<file path="src/rtl/reg_file_sb.sv">
// reg_file_sb: parametrised register file with two registered read ports,
// one write port, same-cycle write-to-read bypass and a per-register
// pending-write scoreboard.
//
// Read ports feed the operand stage, the write port is driven by writeback
// and the issue port marks destination registers busy until writeback.
// Every output comes straight from a flop; no combinational input-to-output
// paths exist.

module reg_file_sb #(
  parameter int DATA_W   = 8,
  parameter int ADDR_W   = 2,
  parameter int ZERO_REG = 0,
  localparam int DEPTH   = 2 ** ADDR_W
) (
  input  logic              clk,
  input  logic              rst_n,
  input  logic [ADDR_W-1:0] raddr0,
  input  logic              ren0,
  input  logic [ADDR_W-1:0] raddr1,
  input  logic              ren1,
  input  logic [ADDR_W-1:0] waddr,
  input  logic [DATA_W-1:0] wdata,
  input  logic              wren,
  input  logic [ADDR_W-1:0] iss_addr,
  input  logic              iss_en,
  output logic [DATA_W-1:0] rdata0,
  output logic              busy0,
  output logic [DATA_W-1:0] rdata1,
  output logic              busy1,
  output logic [DEPTH-1:0]  pending
);

  localparam int NPORT = 2;

  // Register 0 hard-wired to zero when ZERO_REG is set.
  logic zero_en;
  assign zero_en = (ZERO_REG != 0);

  // Writes and issues that actually take effect (register 0 filtered out
  // when it is hard-wired).
  logic wr_ok;
  logic iss_ok;
  assign wr_ok  = wren   && !(zero_en && (waddr    == '0));
  assign iss_ok = iss_en && !(zero_en && (iss_addr == '0));

  // Register array, scoreboard and registered read outputs.
  logic [DATA_W-1:0] regs_q    [DEPTH];
  logic [DATA_W-1:0] regs_d    [DEPTH];
  logic [DEPTH-1:0]  pending_q;
  logic [DEPTH-1:0]  pending_d;
  logic [DATA_W-1:0] rdata_q   [NPORT];
  logic [DATA_W-1:0] rdata_d   [NPORT];
  logic              busy_q    [NPORT];
  logic              busy_d    [NPORT];

  // Port-indexed views of the read request inputs.
  logic [ADDR_W-1:0] raddr_a   [NPORT];
  logic              ren_a     [NPORT];
  assign raddr_a[0] = raddr0;
  assign raddr_a[1] = raddr1;
  assign ren_a[0]   = ren0;
  assign ren_a[1]   = ren1;

  // Per-port hit flags against the writeback and issue ports.
  logic              wr_hit    [NPORT];
  logic              iss_hit   [NPORT];
  logic              zero_hit  [NPORT];

  // Address compares for each read port.
  always_comb begin
    for (int p = 0; p < NPORT; p++) begin
      wr_hit[p]   = wren   && (waddr    == raddr_a[p]);
      iss_hit[p]  = iss_en && (iss_addr == raddr_a[p]);
      zero_hit[p] = zero_en && (raddr_a[p] == '0);
    end
  end

  // Array next state: a single write per cycle.
  always_comb begin
    for (int i = 0; i < DEPTH; i++) begin
      regs_d[i] = regs_q[i];
    end
    if (wr_ok) begin
      regs_d[waddr] = wdata;
    end
  end

  // Scoreboard next state: issue takes priority over a completing write so
  // a newer producer is never lost when the older one writes back.
  always_comb begin
    pending_d = pending_q;
    for (int i = 0; i < DEPTH; i++) begin
      if (iss_ok && (iss_addr == ADDR_W'(i))) begin
        pending_d[i] = 1'b1;
      end else if (wren && (waddr == ADDR_W'(i))) begin
        pending_d[i] = 1'b0;
      end
    end
    if (zero_en) begin
      pending_d[0] = 1'b0;
    end
  end

  // Read port next state: bypass from writeback, busy from the scoreboard
  // adjusted for this cycle's write and issue; hold when not enabled.
  always_comb begin
    for (int p = 0; p < NPORT; p++) begin
      rdata_d[p] = rdata_q[p];
      busy_d[p]  = busy_q[p];
      if (ren_a[p]) begin
        if (zero_hit[p]) begin
          rdata_d[p] = '0;
          busy_d[p]  = 1'b0;
        end else begin
          rdata_d[p] = wr_hit[p] ? wdata : regs_q[raddr_a[p]];
          busy_d[p]  = (pending_q[raddr_a[p]] && !wr_hit[p]) || iss_hit[p];
        end
      end
    end
  end

  // State registers; reset clears everything and drops in-flight traffic.
  always_ff @(posedge clk or negedge rst_n) begin
    if (!rst_n) begin
      for (int i = 0; i < DEPTH; i++) begin
        regs_q[i] <= '0;
      end
      pending_q <= '0;
      for (int p = 0; p < NPORT; p++) begin
        rdata_q[p] <= '0;
        busy_q[p]  <= 1'b0;
      end
    end else begin
      for (int i = 0; i < DEPTH; i++) begin
        regs_q[i] <= regs_d[i];
      end
      pending_q <= pending_d;
      for (int p = 0; p < NPORT; p++) begin
        rdata_q[p] <= rdata_d[p];
        busy_q[p]  <= busy_d[p];
      end
    end
  end

  assign rdata0  = rdata_q[0];
  assign busy0   = busy_q[0];
  assign rdata1  = rdata_q[1];
  assign busy1   = busy_q[1];
  assign pending = pending_q;

endmodule

</file>
<file path="config.mk">
export PLATFORM = sky130hd
export DESIGN_NAME = reg_file_sb
export DESIGN_NICKNAME = d
export VERILOG_FILES = /design/src/rtl/reg_file_sb.sv
export SDC_FILE = /design/constraint.sdc
export NUM_CORES = 1
export LEC_CHECK = 0
export ABC_AREA = 0
export BUFFER_PORTS_ARGS = -buffer_cell sky130_fd_sc_hd__buf_4
export CORE_UTILIZATION = 51
export DETAILED_ROUTE_END_ITERATION = 6
export HOLD_SLACK_MARGIN = 0.15
export PLACE_DENSITY = 0.75
export SLEW_MARGIN = 20
export SYNTH_ARGS = -nofsm -noshare
export SYNTH_HDL_FRONTEND = slang
export SYNTH_SLANG_ARGS = --single-unit
</file>
<file path="constraint.sdc">
create_clock -name clk -period 1.1 [get_ports clk]
set_input_delay 0.11 -clock clk [delete_from_list [all_inputs] [get_ports clk]]
set_output_delay 0.11 -clock clk [all_outputs]
set_load 0.005 [all_outputs]
</file>
==> impl_metrics.toml <==
[status]
outcome = "complete, but fails checks"
violations = "negative setup slack"

[synth]
ys_warn_count = 0
ys_top_cells_by_area = "dfrtp_1, mux2_2, mux4_2"
synth_top_area_share_pct = 45.8
netlist_area_sq_mm = 0.00295
syn_inst = 217
synth_edf_count = 0
synth_seq_cells = 54
syn_avg_cell_area_sq_um = 13.6
synthArstFlopShare_pct = 100
ys.flop_type = "dfrtp_1"
synth_seq_area_share_pct = 45.8
yosysTopAreaCell = "dfrtp_1"
synth.distinct_cells = 28
synth_nets = 239

[timing]
fin_setup_tns_ns = -2.05
min_period_ns = 1.26
hold_viol_final = 0
period_share_pct = 115
worst_pin_slew_ns = 0.684
setup_viol = 18
fin_ws_ns = -0.161
drv_slew = 0
max_freq_ghz = 0.793
skew_ns = 0.00487
relSlewSlack_pct = 54.1
grt_setup_unrepaired = "yes"

[critical_path]
crit_fanout = 3
cp-start-kind = "flip-flop"
reg2regPathDepth = 3
worst_path_max_delay_cell = "mux4_2"
max_stage_delay_ns = 0.51
cp.arrival_ns = 1.46
cp-end-kind = "flip-flop"
crit_cells = 3
worst_ep_required_time_ns = 1.30
cp_num_buf_inv = 0
criticalPathCategory = "reg -> reg"
crit_family = "multiplexers"
worstPathCellList = "mux4_2 -> o31ai_1 -> a31oi_1"

[placement]
place_inst = 347
port_buffers = 43
hpwl_um = 5010
gp_congestion = 0.856

[power]
ir_worst_vdd_uv = 667
comb_power_share_pct = 31.2
seqPwrFrac_pct = 47.3
power.internal_w = 0.00390
p_switching_w = 0.00166
pwr-share-clk_pct = 21.5
pwr_density_cell_mw_per_mm2 = 1460
p_leak_nw = 1.57
swShare_pct = 29.9

[drt]
drt-total-wl_um = 6870
vias_per_cell = 5.96
dr.pass1.iters = 4
final_antenna_net_count = 0
drt_iter0_markers = 96
post-route-drc-count = 0
post_drt_wl_per_cell_um = 18.6
vias = 2201

[cells_and_area]
final_common_cell = "buf_4"
final_util_pct = 68.9
final.fill_count = 391
final_cell_mix = "buf_4, dfrtp_1, mux2_2"
nets = 318
fin_cells = 369
drive_gt1_share_pct = 50.5
syn2layout_area_growth_pct = 29.4
antennaDiodeCount = 0

[cts]
clk_latency_ns = 0.31
htreeDepth = 2
cts_buffers = 5
cts.path.max_buffers = 2
clk_pin_slew_worst_paths_ns = 0.10
root_buffer = "clkbuf_8"
numClockSinks = 54
cts_tree = "done"

[die]
die_area_sq_mm = 0.00609
core_area_sq_mm = 0.00554
start_util_pct = 53.2
die_width_um = 78.0
pin_count = 44
die_h_um = 78.0
rows = 27

[global_routing]
grt_antenna_before_repair = 0
grt_max_degree = 35
grt_pass1_vias = 2142
grt_usage_pct = 23.5
grt_pass1_wl_um = 10800
grt.overflow.total = 0

[hold_path]
hold_path.class = "in -> async"

[flow_run]
maxCapViolCount = 0
==> sequential cells by signal, summed over array words and instances, names as in the netlist <==
signal	cells
busy0	1
busy1	1
pending	4
rdata0	8
rdata1	8
regs_q	32
==> cell type report <==
type	instances	area, sq um	area share (%)
tap	72	90.1	2.36
multi-input combinational	147	1530	40.0
timing repair buffer	85	741	19.4
inverter	3	11.3	0.295
clock inverter	2	12.5	0.328
sequential	54	1350	35.4
clock buffer	6	82.6	2.16
==> kinds of logic after synthesis <==
logic type      count (synthesis)  share of synthesized area [%]
simple gates                   45                           8.40
compound gates                 40                           9.12
mux                            50                           26.5
buf+inv                        16                           3.69
flops                          54                           45.8
xor+xnor                       12                           6.49
==> layer usage <==
layer | global-route usage [%] | up-vias | wire (um)
li1 | - | 1007 | -
met1 | 30.5 | 1117 | 2940
met2 | 38.9 | 62 | 3420
met3 | 4.88 | 15 | 355
met4 | 8.70 | 0 | 148
met5 | 0 | - | 0
==> Yosys cell counts, types with 3 or more instances <==
| cell type | number |
|---|---|
| dfrtp_1 | 54 |
| nor2_1 | 18 |
| clkbuf_1 | 3 |
| nand2_1 | 4 |
| mux2_2 | 32 |
| mux4_1 | 4 |
| o31ai_1 | 18 |
| xnor2_2 | 3 |
| o21ai_0 | 3 |
| nand4_1 | 16 |
| xor2_4 | 3 |
| xnor2_1 | 5 |
| mux4_2 | 14 |
| a31oi_1 | 18 |
| buf_6 | 3 |
==> power groups by stage <==
| stage | clock [W] | sequential (W) | combinational [W] |
|---|---|---|---|
| after floorplan | 0 | 0.00260 | 0.000913 |
| after global placement | 0 | 0.00261 | 0.00155 |
| after detailed placement | 0 | 0.00266 | 0.00159 |
| after CTS | 0.00121 | 0.00262 | 0.00168 |
| after global routing | 0.00130 | 0.00267 | 0.00187 |
| final | 0.00120 | 0.00263 | 0.00173 |
==> repair_timing <==
action	4_1_cts	5_1_grt
gates resized for setup	11	8
pin swaps	6	8
setup buffers	0	1
endpoints found under the setup margin	22	22
hold endpoints to repair	108	5
hold buffers	13	1
==> final timing paths <==
| path | start | endpoint | slack, ns |
|---|---|---|---|
| worst max-delay path | regs_q[2] | rdata0[2] | -0.16 |
| worst min-delay path | rst_n | rdata1[2] | 0.20 |
| worst max register to register | regs_q[2] | rdata0[2] | -0.16 |
| worst min register to register | regs_q[8] | regs_q[8] | 0.54 |
| max in group asynchronous | rst_n | regs_q[5] | 0.44 |
| min in group clk | raddr1[1] | busy1 | 0.30 |
==> worst register-to-register path, stage by stage (launching register included) <==
cell     delay [ns]
dfrtp_1        0.42
mux4_2         0.51
o31ai_1        0.10
a31oi_1        0.11
==> per-stage QoR <==
| stage | power, W | instance area (sq um) | setup slack [ns] | hold slack (ns) |
|---|---|---|---|---|
| after CTS | 0.00551 | 3770 | -0.132 | 0.117 |
| after detailed placement | 0.00425 | 3500 | -0.210 | 0.0107 |
| after global placement | 0.00416 | 3500 | -0.133 | 0.00446 |
| final | 0.00556 | 3820 | -0.161 | 0.197 |
| after floorplan | 0.00351 | 2930 | -0.0532 | -0.186 |
| after global routing | 0.00584 | 3820 | -0.217 | 0.217 |
Power figures use the tool's default switching activity.
